===== src/rtl/param_sync_fifo.sv =====
`default_nettype none
// ==========================================================================
// param_sync_fifo -- single-clock FIFO, registered-read or first-word-fall-through
// Revision: 1.0
// ==========================================================================
module param_sync_fifo #(
  parameter int FIFO_WIDTH = 16,
  parameter int FIFO_DEPTH = 8,
  parameter int AF_THRESH  = FIFO_DEPTH - 1,
  parameter int AE_THRESH  = 1,
  parameter int FWFT       = 0
) (
  input  logic                                clk,
  input  logic                                rst,
  input  logic                                flush,
  input  logic                                wr_en,
  input  logic [FIFO_WIDTH-1:0]               data_in,
  input  logic                                rd_en,
  output logic [FIFO_WIDTH-1:0]               data_out,
  output logic                                rd_valid,
  output logic                                wr_ack,
  output logic                                overflow,
  output logic                                underflow,
  output logic                                full,
  output logic                                empty,
  output logic                                almostfull,
  output logic                                almostempty,
  output logic [$clog2(FIFO_DEPTH+1)-1:0]     count
);

  localparam int C_PTR_W = (FIFO_DEPTH > 1) ? $clog2(FIFO_DEPTH) : 1;
  localparam int C_CNT_W = $clog2(FIFO_DEPTH + 1);
  localparam logic [C_PTR_W-1:0] C_PTR_LAST = C_PTR_W'(FIFO_DEPTH - 1);
  localparam logic [C_CNT_W-1:0] C_DEPTH    = C_CNT_W'(FIFO_DEPTH);
  localparam logic [C_CNT_W-1:0] C_AF       = C_CNT_W'(AF_THRESH);
  localparam logic [C_CNT_W-1:0] C_AE       = C_CNT_W'(AE_THRESH);

  generate
    if (FIFO_DEPTH < 2 || AE_THRESH < 1 || AE_THRESH >= AF_THRESH ||
        AF_THRESH > FIFO_DEPTH - 1) begin : g_bad_cfg
      $error("param_sync_fifo: illegal FIFO_DEPTH / AE_THRESH / AF_THRESH combination");
    end
  endgenerate

  logic [FIFO_WIDTH-1:0] mem_q [FIFO_DEPTH];
  logic [C_PTR_W-1:0]    wr_ptr_q, wr_ptr_d;
  logic [C_PTR_W-1:0]    rd_ptr_q, rd_ptr_d;
  logic [C_CNT_W-1:0]    count_q, count_d;
  logic                  wr_ack_q, wr_ack_d;
  logic                  overflow_q, overflow_d;
  logic                  underflow_q, underflow_d;
  logic                  w_wr_accept;
  logic                  w_rd_accept;

  assign full        = (count_q == C_DEPTH);
  assign empty       = (count_q == '0);
  assign almostfull  = (count_q >= C_AF);
  assign almostempty = (count_q <= C_AE);
  assign count       = count_q;
  assign wr_ack      = wr_ack_q;
  assign overflow    = overflow_q;
  assign underflow   = underflow_q;

  // Reset and flush both veto any operation in their cycle, memory write included
  assign w_wr_accept = wr_en & ~full  & ~flush & ~rst;
  assign w_rd_accept = rd_en & ~empty & ~flush & ~rst;

  always_comb begin
    wr_ptr_d    = wr_ptr_q;
    rd_ptr_d    = rd_ptr_q;
    count_d     = count_q;
    wr_ack_d    = w_wr_accept;
    overflow_d  = wr_en & full  & ~flush;
    underflow_d = rd_en & empty & ~flush;
    if (flush) begin
      wr_ptr_d = '0;
      rd_ptr_d = '0;
      count_d  = '0;
    end else begin
      if (w_wr_accept) begin
        wr_ptr_d = (wr_ptr_q == C_PTR_LAST) ? '0 : wr_ptr_q + C_PTR_W'(1);
      end
      if (w_rd_accept) begin
        rd_ptr_d = (rd_ptr_q == C_PTR_LAST) ? '0 : rd_ptr_q + C_PTR_W'(1);
      end
      if (w_wr_accept && !w_rd_accept) begin
        count_d = count_q + C_CNT_W'(1);
      end else if (!w_wr_accept && w_rd_accept) begin
        count_d = count_q - C_CNT_W'(1);
      end
    end
  end

  always_ff @(posedge clk) begin
    if (rst) begin
      wr_ptr_q    <= '0;
      rd_ptr_q    <= '0;
      count_q     <= '0;
      wr_ack_q    <= 1'b0;
      overflow_q  <= 1'b0;
      underflow_q <= 1'b0;
    end else begin
      wr_ptr_q    <= wr_ptr_d;
      rd_ptr_q    <= rd_ptr_d;
      count_q     <= count_d;
      wr_ack_q    <= wr_ack_d;
      overflow_q  <= overflow_d;
      underflow_q <= underflow_d;
    end
  end

  always_ff @(posedge clk) begin
    if (w_wr_accept) begin
      mem_q[wr_ptr_q] <= data_in;
    end
  end

  generate
    if (FWFT != 0) begin : g_fwft
      assign data_out = mem_q[rd_ptr_q];
      assign rd_valid = ~empty;
    end else begin : g_regread
      logic [FIFO_WIDTH-1:0] dout_q;
      logic                  rd_valid_q;

      // Flush deliberately leaves dout_q alone; only reset clears it
      always_ff @(posedge clk) begin
        if (rst) begin
          dout_q     <= '0;
          rd_valid_q <= 1'b0;
        end else begin
          rd_valid_q <= w_rd_accept;
          if (w_rd_accept) begin
            dout_q <= mem_q[rd_ptr_q];
          end
        end
      end

      assign data_out = dout_q;
      assign rd_valid = rd_valid_q;
    end
  endgenerate

endmodule
`default_nettype wire


===== config.mk =====
export PLATFORM = sky130hd
export DESIGN_NAME = param_sync_fifo
export DESIGN_NICKNAME = d
export VERILOG_FILES = /design/src/rtl/param_sync_fifo.sv
export SDC_FILE = /design/constraint.sdc
export NUM_CORES = 1
export LEC_CHECK = 0
export BUFFER_PORTS_ARGS = -buffer_cell sky130_fd_sc_hd__buf_2
export CAP_MARGIN = 20
export CORE_MARGIN = 2
export CORE_UTILIZATION = 35
export DETAILED_ROUTE_END_ITERATION = 12
export SYNTH_ARGS = -nofsm -noshare
export SYNTH_HDL_FRONTEND = slang
export SYNTH_SLANG_ARGS = --single-unit

===== constraint.sdc =====
create_clock -name clk -period 4.2 [get_ports clk]
set_input_delay 0.63 -clock clk [delete_from_list [all_inputs] [get_ports clk]]
set_output_delay 0.63 -clock clk [all_outputs]
set_load 0.005 [all_outputs]

==> impl_metrics.env <==
export IMPL_netlist_top_cells_area="sky130_fd_sc_hd__edfxtp_1 62%, sky130_fd_sc_hd__mux4_2 12%, sky130_fd_sc_hd__dfxtp_1 9.7%, sky130_fd_sc_hd__nor3_2 2.6%, sky130_fd_sc_hd__o22ai_2 2.2%"
export IMPL_power_switching_share_pct=19.5
export IMPL_initial_utilization_pct=35.8
export IMPL_final_seq_area_um2=4450
export IMPL_nFillCells=1544
export IMPL_synth_edf_count=128
export IMPL_critical_path_slowest_cell="sky130_fd_sc_hd__dfxtp_1"
export IMPL_worst_skew_pair_late_latency_ps=420
export IMPL_rr_worst_depth=10
export IMPL_floorplan_core_area_um2=17400
export IMPL_comb_power_share_pct=2.9
export IMPL_layout_common_cells="128 x sky130_fd_sc_hd__edfxtp_1, 48 x sky130_fd_sc_hd__buf_2, 32 x sky130_fd_sc_hd__mux4_2, 29 x sky130_fd_sc_hd__dfxtp_1, 25 x sky130_fd_sc_hd__nor2_1"
export IMPL_ctsHtreeMaxLevel=4
export IMPL_post_synth_cell_area_avg_um2=19.0
export IMPL_yosysWarnings=0
export IMPL_max_vdd_ir_drop_uv=336
export IMPL_cts_root_buf="sky130_fd_sc_hd__clkbuf_16"
export IMPL_grt_setup_unrepaired="false"
export IMPL_synth_top_cell_area_share_pct=61.8
export IMPL_max_freq_ghz=0.383
export IMPL_numCtsBuffers=17
export IMPL_post_cts_resize_count=0
export IMPL_worstPathMaxFanout=21
export IMPL_final_common_cell="sky130_fd_sc_hd__edfxtp_1"
export IMPL_drt_pre_antenna_iters=4
export IMPL_cellLeakagePower_nw=2.50
export IMPL_routed_via_count=3107
export IMPL_max_cap_violations=0
export IMPL_grt_ovfl_total=0
export IMPL_met2_demand_to_capacity_share_in_global_routing_pct=22.6
export IMPL_critical_path_max_stage_delay_ps=440
export IMPL_groute_layer_met1_usage_pct=18.1
export IMPL_timing_final_crit_share_pct=62.2
export IMPL_syn_instance_count=327
export IMPL_grt_pass1_wl_mm=19.0
export IMPL_final_cell_count_without_fillers=631
export IMPL_cts_setup_buffers=0
export IMPL_tritoncts_num_sinks=158
export IMPL_gr_usage_all_layers_pct=14.1
export IMPL_area_growth_synth_to_final_pct=17.4
export IMPL_grt_max_degree=22
export IMPL_timing_critical_path_max_delay_family="simple AND/OR/NAND/NOR gates"
export IMPL_critical_path_endpoint_type="flop"
export IMPL_time_the_worst_path_needs_with_i_o_delays_and_setup_ps=2610
export IMPL_dp_final_hpwl_mm=7.16
export IMPL_drt_vias_per_instance=4.92
export IMPL_finalWeightedCongestion=0.683
export IMPL_p_sw_uw=648
export IMPL_outcome="finished clean"
export IMPL_cts_hold_buffers_added=0
export IMPL_timing_worst_slew_pin_value_ps=789
export IMPL_die_h_um=137
export IMPL_power_internal_mw=2.67
export IMPL_yosysSeqAreaShare_pct=71.4
export IMPL_first_global_vias=3364
export IMPL_fraction_of_layout_cells_with_a_size_suffix_above_1_pct=40.7
export IMPL_cts_tree="built"
export IMPL_setup_crit_start_kind="flop"
export IMPL_path_buf_inv=2
export IMPL_combined_area_of_the_multi_input_logic_cells_um2=1640
export IMPL_grt_util_met3_pct=4.12
export IMPL_stdcell_area_um2=7300
export IMPL_drv_slew=0
export IMPL_critical_path_depth=10
export IMPL_floorplan_rows=48
export IMPL_top_usage_layer="met2"
export IMPL_synthFlopType="sky130_fd_sc_hd__edfxtp_1"
export IMPL_antenna_found_initial=2
export IMPL_cts_reportedPaths_clkPinSlew_ps=60
export IMPL_synth_fp_nets=357
export IMPL_postLayoutCoreUtil_pct=42.1
export IMPL_finalSetupViolCount=0
export IMPL_synth_area_leader_cell="sky130_fd_sc_hd__edfxtp_1"
export IMPL_first_iter_violations=215
export IMPL_post_synth_instance_area_um2=6220
export IMPL_floorplan_die_width_um=137
export IMPL_post_synthesis_cell_type_count=43
export IMPL_ys_seq_elements=158
export IMPL_path_cells="inv_1 > ha_1 > or3b_4 > and2_4 > inv_2 > ha_1 > or4_1 > a21oi_1 > xnor2_1 > nor2_1"
export IMPL_post_dp_cell_area_um2=6720
export IMPL_hold_worst_slack_ps=483
export IMPL_drc=0
export IMPL_p_clk_share_pct=45.5
export IMPL_hold_viol_final=0
export IMPL_sequentialPowerShare_pct=51.6
export IMPL_critical_path_arrival_ps=2920
export IMPL_critPathKind="flop to flop"
export IMPL_setup_tns_ps=0
export IMPL_total_die_area_um2=18900
export IMPL_wl_per_cell_um=19.2
export IMPL_worstPathRequired_ps=4510
export IMPL_timing_slew_headroom_pct=47.3
export IMPL_pin_count=49
export IMPL_min_delay_path_depth=1
export IMPL_final_net_count=420
export IMPL_cts_root_to_sink_buffers=2
export IMPL_min_delay_path_class="input pin to flop"
export IMPL_cellPowerDensity_nw_per_um2=454
export IMPL_numPortBuffers=48
export IMPL_synthArstFlopShare_pct=0
export IMPL_postRouteWirelength_mm=12.1
export IMPL_route_antenna_remaining_nets=0
export IMPL_worst_path_most_repeated_cell="sky130_fd_sc_hd__ha_1"
export IMPL_finClkSkew_ps=5.80
export IMPL_dpl_cell_count=596
-- flip-flops by register name (all words and copies together) (netlist names) --
| signal | flops |
|---|---|
| overflow | 1 |
| wr_ptr_q | 3 |
| wr_ack | 1 |
| data_out | 16 |
| count | 4 |
| rd_ptr_q | 3 |
| underflow | 1 |
| mem_q | 128 |
| rd_valid | 1 |
-- path summary, 6_finish.rpt --
check | start | endpoint | slack, ps
min reg2reg | data_out[8]$_SDFFE_PP0P_ | data_out[8]$_SDFFE_PP0P_ | 500
max reg2reg | count[0]$_SDFFE_PP0P_ | count[3]$_SDFFE_PP0P_ | 1590
min | data_in[7] | mem_q[3][7]$_DFFE_PP_ | 480
max | count[0]$_SDFFE_PP0P_ | count[3]$_SDFFE_PP0P_ | 1590
-- worst reg2reg max path, delay by kind of cell, from the launching register on --
family / cells / cell delay (ps)
xor gates and xnor gates: 1 / 130
buffers and inverters: 2 / 190
DFF: 1 / 440
adders and majority gates: 2 / 460
and+or+nand+nor: 4 / 1090
AOI/OAI and AO/OA: 1 / 180
-- power by group through the flow --
stage | Sequential (mW) | Clock (mW) | Combinational [mW]
finish | 1.71 | 1.51 | 0.0970
global route | 1.71 | 1.60 | 0.109
CTS | 1.71 | 1.54 | 0.0995
detailed placement | 1.74 | 0 | 0.0991
global placement | 1.74 | 0 | 0.0946
floorplan | 1.74 | 0 | 0.0583
-- cell type report --
cell class / instances / area share [%]
multi-input combinational: 146 / 22.4
inverter: 8 / 0.411
timing repair buffer: 59 / 4.42
clock buffer: 19 / 5.93
clock inverter: 13 / 2.02
sequential: 158 / 60.9
tap: 225 / 3.85
antenna: 3 / 0.103
-- routing by layer --
layer	share of wire (%)	routed length, um	vias to the layer above
met3	5.5	666	19
met5	0	0	-
met2	49	5960	74
met1	44	5290	1587
met4	1.6	197	0
li1	-	-	1427
-- cells in the mapped netlist, types with 2 or more instances --
cell type / instances
sky130_fd_sc_hd__edfxtp_1: 128
sky130_fd_sc_hd__xor2_1: 2
sky130_fd_sc_hd__nor2_1: 25
sky130_fd_sc_hd__dfxtp_1: 30
sky130_fd_sc_hd__nand3b_1: 2
sky130_fd_sc_hd__inv_1: 7
sky130_fd_sc_hd__a21oi_1: 6
sky130_fd_sc_hd__nand2b_1: 2
sky130_fd_sc_hd__ha_1: 9
sky130_fd_sc_hd__buf_6: 6
sky130_fd_sc_hd__nor3_1: 5
sky130_fd_sc_hd__or3_1: 2
sky130_fd_sc_hd__nand2_1: 8
sky130_fd_sc_hd__nor3_2: 16
sky130_fd_sc_hd__o22ai_2: 11
sky130_fd_sc_hd__mux4_2: 32
sky130_fd_sc_hd__clkbuf_1: 3
sky130_fd_sc_hd__nand3_4: 2
sky130_fd_sc_hd__buf_2: 3
sky130_fd_sc_hd__o22ai_1: 5
-- stage by stage --
stage	total power, mW	setup slack, ps
after floorplan	1.80	1060
after global placement	1.84	1440
after detailed placement	1.84	1420
after CTS	3.35	1580
after global routing	3.42	1390
final	3.31	1590
-- cells by family after synthesis --
family | synth area share, %
flops | 71.4
simple gates | 8.02
mux | 11.7
compound gates | 3.88
buf+inv | 2.67
fa+ha+maj | 1.81
xor+xnor | 0.422
Power figures use the tool's default switching activity.
